$ cat config.mk
export PLATFORM = sky130hd
export DESIGN_NAME = snn_seq_network
export DESIGN_NICKNAME = d
export VERILOG_FILES = /design/src/rtl/snn_seq_network.sv
export SDC_FILE = /design/constraint.sdc
export NUM_CORES = 1
export LEC_CHECK = 0
export ABC_CLOCK_PERIOD_IN_PS = 8600
export CORE_ASPECT_RATIO = 0.5
export CORE_MARGIN = 5
export CORE_UTILIZATION = 35
export DETAILED_ROUTE_END_ITERATION = 16
export GPL_TIMING_DRIVEN = 0
export PLACE_DENSITY = 0.6
export SYNTH_ARGS = -nofsm -noshare
export SYNTH_HDL_FRONTEND = slang
export SYNTH_SLANG_ARGS = --single-unit
$ cat constraint.sdc
create_clock -name clk -period 8.6 [get_ports clk]
set_clock_uncertainty 0.05 [all_clocks]
set_input_delay 0.86 -clock clk [delete_from_list [all_inputs] [get_ports clk]]
set_output_delay 0.86 -clock clk [all_outputs]
set_load 0.02 [all_outputs]
$ cat src/rtl/snn_seq_network.sv
// snn_seq_network: time-multiplexed leaky integrate-and-fire network.
// One shared neuron datapath walks every layer in layer-major order per step.
module snn_seq_network #(
  parameter int NUM_LAYERS = 3,
  parameter int NEURONS    = 3,
  parameter int WEIGHT_W   = 8,
  parameter int POT_W      = 8,
  localparam int LW = (NUM_LAYERS > 1) ? $clog2(NUM_LAYERS) : 1,
  localparam int NW = (NEURONS > 1) ? $clog2(NEURONS) : 1
) (
  input  logic                                     clk,
  input  logic                                     reset,
  input  logic                                     step_valid,
  output logic                                     step_ready,
  input  logic [NEURONS-1:0]                       external_input_spikes,
  input  logic [NUM_LAYERS*NEURONS*NEURONS*WEIGHT_W-1:0] input_weights,
  input  logic [NUM_LAYERS*4*POT_W-1:0]            neuron_params,
  output logic [NEURONS-1:0]                       output_spikes,
  output logic                                     spike_valid,
  input  logic [LW-1:0]                            dbg_layer,
  input  logic [NW-1:0]                            dbg_neuron,
  output logic [POT_W-1:0]                         dbg_potential
);

  localparam int CW = (NEURONS > 1) ? $clog2(NEURONS) : 0;
  localparam int SW = (WEIGHT_W + CW > POT_W) ? (WEIGHT_W + CW) : POT_W;
  localparam int AW = SW + 2;
  localparam int RW = NEURONS * WEIGHT_W;
  localparam int LS = NEURONS * RW;
  localparam int PS = 4 * POT_W;

  typedef enum logic {
    S_IDLE,
    S_EVAL
  } state_t;

  state_t               r_state;
  logic                 r_ready;
  logic                 r_spike_valid;
  logic [NEURONS-1:0]   r_out;
  logic [NEURONS-1:0]   r_x;
  logic [LW-1:0]        r_l;
  logic [NW-1:0]        r_n;
  logic [POT_W-1:0]     r_v [NUM_LAYERS][NEURONS];
  logic [POT_W-1:0]     r_r [NUM_LAYERS][NEURONS];
  logic [NEURONS-1:0]   r_s [NUM_LAYERS];

  logic [NEURONS-1:0]   w_in;
  logic [NEURONS-1:0]   w_last_s;
  logic [RW-1:0]        w_row;
  logic [PS-1:0]        w_prm;
  logic [POT_W-1:0]     w_v;
  logic [POT_W-1:0]     w_r;
  logic [POT_W-1:0]     w_thr;
  logic [POT_W-1:0]     w_leak;
  logic [POT_W-1:0]     w_rpot;
  logic [POT_W-1:0]     w_refr;
  logic [POT_W-1:0]     w_bc;
  logic [POT_W-1:0]     w_v_nx;
  logic [POT_W-1:0]     w_r_nx;
  logic [WEIGHT_W-1:0]  w_wt;
  logic signed [AW-1:0] w_sum;
  logic signed [AW-1:0] w_a;
  logic signed [AW-1:0] w_ac;
  logic signed [AW-1:0] w_b;
  logic                 w_s_nx;
  logic                 w_last;

  assign step_ready    = r_ready;
  assign spike_valid   = r_spike_valid;
  assign output_spikes = r_out;

  // Layer l>0 reads spikes its predecessor produced earlier in this same step.
  always_comb begin
    w_in  = r_x;
    w_row = '0;
    w_prm = '0;
    w_v   = '0;
    w_r   = '0;
    for (int l = 1; l < NUM_LAYERS; l++) begin
      if (r_l == LW'(l)) w_in = r_s[l-1];
    end
    for (int l = 0; l < NUM_LAYERS; l++) begin
      if (r_l == LW'(l)) begin
        w_prm = neuron_params[(NUM_LAYERS-1-l)*PS +: PS];
        for (int n = 0; n < NEURONS; n++) begin
          if (r_n == NW'(n)) begin
            w_row = input_weights[(NUM_LAYERS-1-l)*LS + n*RW +: RW];
            w_v   = r_v[l][n];
            w_r   = r_r[l][n];
          end
        end
      end
    end
  end

  assign w_thr  = w_prm[0*POT_W +: POT_W];
  assign w_leak = w_prm[1*POT_W +: POT_W];
  assign w_rpot = w_prm[2*POT_W +: POT_W];
  assign w_refr = w_prm[3*POT_W +: POT_W];

  always_comb begin
    w_sum = '0;
    w_wt  = '0;
    for (int i = 0; i < NEURONS; i++) begin
      w_wt = w_row[i*WEIGHT_W +: WEIGHT_W];
      if (w_in[i]) begin
        w_sum = w_sum + {{(AW-WEIGHT_W){w_wt[WEIGHT_W-1]}}, w_wt};
      end
    end
  end

  assign w_a  = $signed({{(AW-POT_W){1'b0}}, w_v})
              - $signed({{(AW-POT_W){1'b0}}, w_leak});
  assign w_ac = w_a[AW-1] ? '0 : w_a;
  assign w_b  = w_ac + w_sum;
  // Saturate the signed sum into the unsigned potential range.
  assign w_bc = w_b[AW-1]            ? '0 :
                (|w_b[AW-2:POT_W])   ? '1 :
                w_b[POT_W-1:0];

  always_comb begin
    w_s_nx = 1'b0;
    w_v_nx = w_v;
    w_r_nx = w_r;
    if (w_r != '0) begin
      w_r_nx = w_r - POT_W'(1);
    end else if (w_bc >= w_thr) begin
      w_s_nx = 1'b1;
      w_v_nx = w_rpot;
      w_r_nx = w_refr;
    end else begin
      w_v_nx = w_bc;
    end
  end

  assign w_last = (r_l == LW'(NUM_LAYERS-1))
               && (r_n == NW'(NEURONS-1));

  always_comb begin
    w_last_s = r_s[NUM_LAYERS-1];
    for (int n = 0; n < NEURONS; n++) begin
      if (r_n == NW'(n)) w_last_s[n] = w_s_nx;
    end
  end

  always_comb begin
    dbg_potential = '0;
    for (int l = 0; l < NUM_LAYERS; l++) begin
      for (int n = 0; n < NEURONS; n++) begin
        if (dbg_layer == LW'(l) && dbg_neuron == NW'(n)) begin
          dbg_potential = r_v[l][n];
        end
      end
    end
  end

  always_ff @(posedge clk) begin
    if (reset) begin
      r_state       <= S_IDLE;
      r_ready       <= 1'b1;
      r_spike_valid <= 1'b0;
      r_out         <= '0;
      r_x           <= '0;
      r_l           <= '0;
      r_n           <= '0;
      for (int l = 0; l < NUM_LAYERS; l++) begin
        r_s[l] <= '0;
        for (int n = 0; n < NEURONS; n++) begin
          r_v[l][n] <= '0;
          r_r[l][n] <= '0;
        end
      end
    end else begin
      r_spike_valid <= 1'b0;
      unique case (r_state)
        S_IDLE: begin
          if (step_valid) begin
            r_state <= S_EVAL;
            r_ready <= 1'b0;
            r_x     <= external_input_spikes;
            r_l     <= '0;
            r_n     <= '0;
          end
        end
        S_EVAL: begin
          for (int l = 0; l < NUM_LAYERS; l++) begin
            for (int n = 0; n < NEURONS; n++) begin
              if (r_l == LW'(l) && r_n == NW'(n)) begin
                r_v[l][n] <= w_v_nx;
                r_r[l][n] <= w_r_nx;
                r_s[l][n] <= w_s_nx;
              end
            end
          end
          if (w_last) begin
            r_state       <= S_IDLE;
            r_ready       <= 1'b1;
            r_out         <= w_last_s;
            r_spike_valid <= 1'b1;
          end else if (r_n == NW'(NEURONS-1)) begin
            r_n <= '0;
            r_l <= r_l + LW'(1);
          end else begin
            r_n <= r_n + NW'(1);
          end
        end
        default: r_state <= S_IDLE;
      endcase
    end
  end

endmodule

==> results_dict.tcl, run 1 <==
set metrics [dict create \
    total_die_area_um2 42600 \
    finalNetCount 2344 \
    multi_input_area_um2 8820 \
    irDropWorstVdd_v 0.000116 \
    antenna_found_initial 3 \
    finalCriticalPeriod_ps 8530 \
    drtAntennaViolNets 0 \
    seq_area_frac_synth_pct 35.9 \
    synth_top_cells_by_area "edfxtp_1, mux2i_1, a21oi_1" \
    dpl.hpwl_um 49800 \
    syn-cell-area_um2 13400 \
    finalSetupViolCount 0 \
    globalRouteMet3Util_pct 5.50 \
    slowest_delay_ps 580 \
    placeableCoreArea_um2 37600 \
    number_of_enable_flip_flop_cells_after_synthesis 152 \
    post_route_core_utilization_pct 53.8 \
    tritoncts.num_buffers 17 \
    cellLeakagePower_uw 0.00731 \
    routed_wirelength_um 66900 \
    via_count 15032 \
    fillCellCount 3419 \
    final_cell_mix "clkdlybuf4s50_1, nor2_1, a21oi_1" \
    register_area_um2 4830 \
    grt_setup_unrepaired "true" \
    final_min_period_over_clock_period_pct 99.2 \
    timing.critical_path.required_ps 8720 \
    post_synth_top_area_cell "edfxtp_1" \
    total_power_uw 2840 \
    final-hold-violation-count 0 \
    worstMarginPinSlew_ps 1270 \
    finish.instance_area_um2 20200 \
    critPathSlowestCell "a221oi_2" \
    grt_pass1_vias 14379 \
    drt-wirelength-per-cell_um 26.7 \
    worst_slew_margin_rel_pct 15.4 \
    slew_viol_final 0 \
    groute.usage.overall_pct 29.4 \
    gp_routability_congestion 0.976 \
    final.setup.tns_ps 0 \
    maximum_number_of_pins_on_one_net_before_global_route_repair 20 \
    global_routing_met1_resource_utilization_pct 39.2 \
    number_of_nets_in_the_synthesized_netlist 1920 \
    ctsHoldBuffers 0 \
    insertion_delay_to_the_later_sink_of_the_worst_skew_pair_ps 450 \
    ctsRootBufferMaster "clkbuf_16" \
    min_path_type "reg -> reg" \
    cp.arrival_ps 8650 \
    area_overhead_of_the_layout_relative_to_synthesis_pct 50.8 \
    place_area_um2 17400 \
    cp_top_family "compound AO/OA/AOI/OAI gates" \
    clk_pin_slew_worst_paths_ps 70 \
    start_kind "register" \
    layout_commonest_cell "clkdlybuf4s50_1" \
    cts_tree "yes" \
    synth_cell_types 72 \
    grt-busiest-layer "met2" \
    buffer_ports.inserted 332 \
    drc_violation_count_after_routing 0 \
    max_cap_viol_count 0 \
    firstDrtPassIters 6 \
    number_of_sinks_handled_by_clock_tree_synthesis 165 \
    chipWidth_um 287 \
    worstPathMaxFanout 10 \
    hold-worst-slack_ps 412 \
    yosysWarningCount 0 \
    grt_pass1_wl_um 93900 \
    synth.avg_cell_area_um2 8.68 \
    gr-total-overflow 0 \
    crit_path_end_kind "register" \
    outcome "finished, final reports clean" \
    design.portCount 335 \
    grt.met2_usage_pct 48.4 \
    initial_core_util_pct 35.7 \
    clock_tree.htree_level_count 4 \
    netlist_instances 1547 \
    drtIter0Drc 1980 \
    synth_top_area_share_pct 34.0 \
    placement_rows 50 \
    final_layout_size_suffix_gt1_share_pct 18.9 \
    setup.worst_path.class "reg -> reg" \
    critical_path_buf_inv_count 5 \
    max_freq_mhz 117 \
    synth_seq_cells 165 \
    dieHeight_um 148 \
    cts_max_path_buffers 2 \
    route.detailed.vias_per_inst 6.00 \
    power_density_nw_per_um2 140 \
    synth_top_flop_cell "edfxtp_1" \
    postSynth.asyncResetShare_pct 0 \
]
power by group:
| group | total (uW) | switching (uW) | leakage [uW] | internal (uW) |
|---|---|---|---|---|
| logic | 1100 | 604 | 0.00533 | 499 |
| clock network | 813 | 389 | 0.000301 | 424 |
| registers | 922 | 14.5 | 0.00168 | 908 |
| total | 2840 | 1010 | 0.00731 | 1830 |
through the flow:
step / worst slack (ps) / std cells
after global placement: -2980 / 2399
after global routing: -79.8 / 2504
after CTS: 2.78 / 2453
after detailed placement: -3090 / 2399
after floorplan: 0.901 / 1547
final: 70.5 / 2506
final cells by class:
class / instances / share of cell area (%)
timing repair buffer: 415 / 20.3
inverter: 28 / 0.538
sequential: 165 / 23.9
clock buffer: 17 / 2.10
clock inverter: 15 / 0.971
antenna: 2 / 0.0247
tap: 520 / 3.21
buffer: 109 / 5.37
multi-input combinational: 1235 / 43.6
final timing paths:
path | start | to | slack (ps) | cells after the start
worst max-delay path | r_n[1]$_SDFFE_PP0P_ | r_v[0][12]$_SDFFCE_PN0P_ | 70 | 40
worst min-delay path | output_spikes[2]$_SDFFE_PP0P_ | output_spikes[2]$_SDFFE_PP0P_ | 410 | 1
worst max register to register | r_n[1]$_SDFFE_PP0P_ | r_v[0][12]$_SDFFCE_PN0P_ | 70 | 40
worst min register to register | output_spikes[2]$_SDFFE_PP0P_ | output_spikes[2]$_SDFFE_PP0P_ | 410 | 1
flip-flops by register name (all words and copies together), names as in the netlist, 2 cells and up:
| name | count |
|---|---|
| output_spikes | 3 |
| r_l | 2 |
| r_n | 2 |
| r_r | 72 |
| r_s | 8 |
| r_v | 72 |
| r_x | 3 |
layer usage:
layer	routed length, um	share of wire [%]	vias up
met5	23	0.034	-
met4	2560	3.8	4
met3	6420	9.6	156
met2	30900	46	866
met1	27100	40	7359
li1	-	-	6647
worst register-to-register path, delay by kind of cell (launching register included):
family	cells	cell delay, ps
compound gates	13	2670
xor+xnor	2	210
fa+ha+maj	4	1070
buf+inv	5	1080
flops	1	360
mux	2	460
simple gates	14	2350
what timing repair did:
item	4_1_cts	5_1_grt
resized for setup	247	166
pin swaps	23	59
endpoints found under the setup margin	153	151
buffers inserted	27	49
cloned	1	7
synthesized netlist by cell type (17+ instances only):
cell / count
nor2b_1: 25
edfxtp_1: 152
inv_1: 26
a21o_1: 29
nand2b_1: 29
mux2i_1: 113
xnor2_1: 18
buf_2: 25
a21oi_1: 194
buf_1: 19
a22oi_1: 17
a221o_1: 22
nor2_1: 194
clkbuf_1: 68
nand2_1: 133
nor3_1: 17
ha_1: 47
a221oi_1: 30
mux2_2: 19
o21ai_0: 146
o22ai_1: 20
cells by family (layout without fill, tap and decap cells):
kind of cell    count (synthesis)  in the layout  share of synthesized area, %
flops                         165            165                          35.9
xor+xnor                       25             25                          1.63
buf+inv                       148            584                          4.68
simple gates                  457            458                          15.4
other cells                     0              2                             0
compound gates                565            565                          27.0
mux                           136            136                          10.4
fa+ha+maj                      51             51                          4.98
(Power assumes the default switching activity.)
==> run 2: changes to the inputs <==
- CORE_UTILIZATION: 35 -> 45
- PLACE_DENSITY: 0.6 -> not set
- PLACE_DENSITY_LB_ADDON: not set -> 0.1
==> run 2 against run 1 <==
  * Sequential share of layout area grew 0.41 points
  * Sequential power is essentially flat
  * Utilization is 14 points higher
  * Via count up 2.2%
  * Non-clock buffer count unchanged
  * Clock power shrank 3.8%
  * Combinational power barely moved
  * Routed wire length shrank 0.56%
  * First-iteration DRC count rose by 12%
  * Total power is 0.71% lower
==> results_dict.tcl, run 2 (same netlist as run 1, synthesis figures left out) <==
set metrics [dict create \
    setup.worst_path.class "reg -> reg" \
    grt_pass1_vias 14279 \
    regToRegSetupSlack_ps 10 \
    ctsHoldBuffers 0 \
    drt-wirelength-per-cell_um 28.0 \
    placement_rows 44 \
    finalSetupViolCount 0 \
    worst_slew_margin_rel_pct 16.9 \
    reg_top3 "r_r x72, r_v x72, r_s x8" \
    share_seq_of_total_power_pct 32.8 \
    drc_violation_count_after_routing 0 \
    dpl.hpwl_um 48300 \
    finalNetCount 2344 \
    clk_pin_slew_worst_paths_ps 70 \
    initial_core_util_pct 46.0 \
    holdPathEnd "output_spikes[1]$_SDFFE_PP0P_" \
    cts_tree "yes" \
    buffer_ports.inserted 332 \
    max_cap_viol_count 0 \
    max_freq_mhz 116 \
    place_area_um2 17300 \
    internal_power_uw 1820 \
    gr-total-overflow 0 \
    min_path_type "reg -> reg" \
    drtAntennaViolNets 0 \
    clock_tree.htree_level_count 4 \
    final_layout_size_suffix_gt1_share_pct 18.1 \
    slew_viol_final 0 \
    route.detailed.vias_per_inst 6.46 \
    dieHeight_um 132 \
    tritoncts.num_buffers 17 \
    final.setup.tns_ps 0 \
    worstHoldStart "r_s[2][1]$_DFFE_PP_" \
    maximum_number_of_pins_on_one_net_before_global_route_repair 20 \
    finish.instance_area_um2 19900 \
    total_die_area_um2 33600 \
    critPathSlowestCell "or3_4" \
    worstReg2RegEnd "r_v[0][69]$_SDFFCE_PN0P_" \
    antenna_found_initial 3 \
    finalCriticalPeriod_ps 8590 \
    firstDrtPassIters 6 \
    chipWidth_um 254 \
    cpMostUsedCell "buf_12" \
    cellLeakagePower_uw 0.00725 \
    placeableCoreArea_um2 29200 \
    slowest_delay_ps 410 \
    timing.reg2reg.worst_path_depth 43 \
    worstPathMaxFanout 8 \
    cp.arrival_ps 8720 \
    gp_routability_congestion 1.01 \
    p_clk_share_pct 27.8 \
    fillCellCount 2329 \
    timing.critical_path.required_ps 8730 \
    outcome "finished, final reports clean" \
    design.portCount 335 \
    routed_wirelength_um 66600 \
    worstMarginPinSlew_ps 1250 \
    cts_max_path_buffers 2 \
    power_switching_share_pct 35.3 \
    layout_commonest_cell "clkdlybuf4s50_1" \
    grt_setup_unrepaired "true" \
    final_cell_mix "clkdlybuf4s50_1, nor2_1, a21oi_1" \
    area_overhead_of_the_layout_relative_to_synthesis_pct 48.1 \
    crit_path_end_kind "register" \
    insertion_delay_to_the_later_sink_of_the_worst_skew_pair_ps 450 \
    grt_pass1_wl_um 92700 \
    groute.usage.overall_pct 36.8 \
    comb_power_share_pct 39.5 \
    drtIter0Drc 2212 \
    via_count 15361 \
    p_sw_uw 994 \
    reg2reg_start "r_n[1]$_SDFFE_PP0P_" \
    power_density_nw_per_um2 142 \
    number_of_sinks_handled_by_clock_tree_synthesis 165 \
    worst_hold_path.num_cells 1 \
    irDropWorstVdd_v 0.000118 \
    final_min_period_over_clock_period_pct 99.9 \
    start_kind "register" \
    final-hold-violation-count 0 \
    ctsRootBufferMaster "clkbuf_16" \
]
-- run 2: changes by cell type in the layout (fill, tap and decap cells not counted), moves of 4 or more --
cell / previous run / this run
buf_4: 76 / 88
a21oi_1: 156 / 165
a21oi_2: 35 / 26
buf_6: 18 / 13
mux2i_1: 105 / 109
-- run 2: what timing repair did --
item                       4_1_cts  5_1_grt
setup buffers                   32       52
cloned                           1        3
gates resized for setup        248      137
pin swaps                       27       65
setup endpoints to repair      153      153
-- run 2: worst max path at each step --
| stage | from | slack [ps] | end |
|---|---|---|---|
| floorplan | r_n[0]$_SDFFE_PP0P_ | 0.9 | r_v[0][56]$_SDFFCE_PN0P_ |
| global placement | r_n[0]$_SDFFE_PP0P_ | -3370 | r_v[0][65]$_SDFFCE_PN0P_ |
| finish | r_n[1]$_SDFFE_PP0P_ | 10 | r_v[0][69]$_SDFFCE_PN0P_ |
| detailed placement | r_n[0]$_SDFFE_PP0P_ | -3420 | r_v[0][33]$_SDFFCE_PN0P_ |
| CTS | r_n[0]$_SDFFE_PP0P_ | 9 | r_v[0][5]$_SDFFCE_PN0P_ |
| global route | r_n[1]$_SDFFE_PP0P_ | -120 | r_v[0][21]$_SDFFCE_PN0P_ |
-- run 2: final cells by class --
class                           instances  area, um2  area share [%]
Timing Repair Buffer                  419       4050            20.3
Clock buffer                           18        429            2.16
Antenna cell                            3       7.51          0.0378
Inverter                               28        109           0.547
Buffer                                105       1060            5.33
Clock inverter                         14        154           0.774
Sequential cell                       165       4830            24.3
Tap cell                              391        489            2.46
Multi-Input combinational cell       1235       8760            44.1
-- run 2: metrics by stage --
step,power [uW],cells,util [%],setup slack [ps],hold slack [ps]
4_1_cts,2670,2325,64.9,9.38,423
3_3_place_gp,1800,2270,59.2,-3370,393
3_5_place_dp,1810,2270,59.2,-3420,409
5_1_grt,2900,2375,68.1,-119,438
2_1_floorplan,1440,1547,-,0.901,392
6_report,2820,2378,68.2,11.6,423
-- run 2: per-layer routing --
layer  routed length, um  GRT usage (%)  vias up
met5                 107              0        -
met4                3110           13.9        6
met2               28800           56.4     1170
met3                9520           11.7      232
met1               25000           48.9     7310
li1                    -              -     6643
-- run 2: power by group through the flow --
stage	sequential [uW]	clock (uW)	combinational, uW
floorplan	934	0	504
global placement	938	0	862
detailed placement	940	0	866
CTS	922	774	971
global route	925	814	1160
finish	923	782	1110
-- run 2: worst max-delay path, delay by kind of cell (launching register included) --
family / cells / cell delay, ps
mux: 4 / 930
fa+ha+maj: 4 / 940
xor+xnor: 1 / 90
simple gates: 11 / 1960
flops: 1 / 350
buf+inv: 9 / 1300
compound gates: 14 / 2670
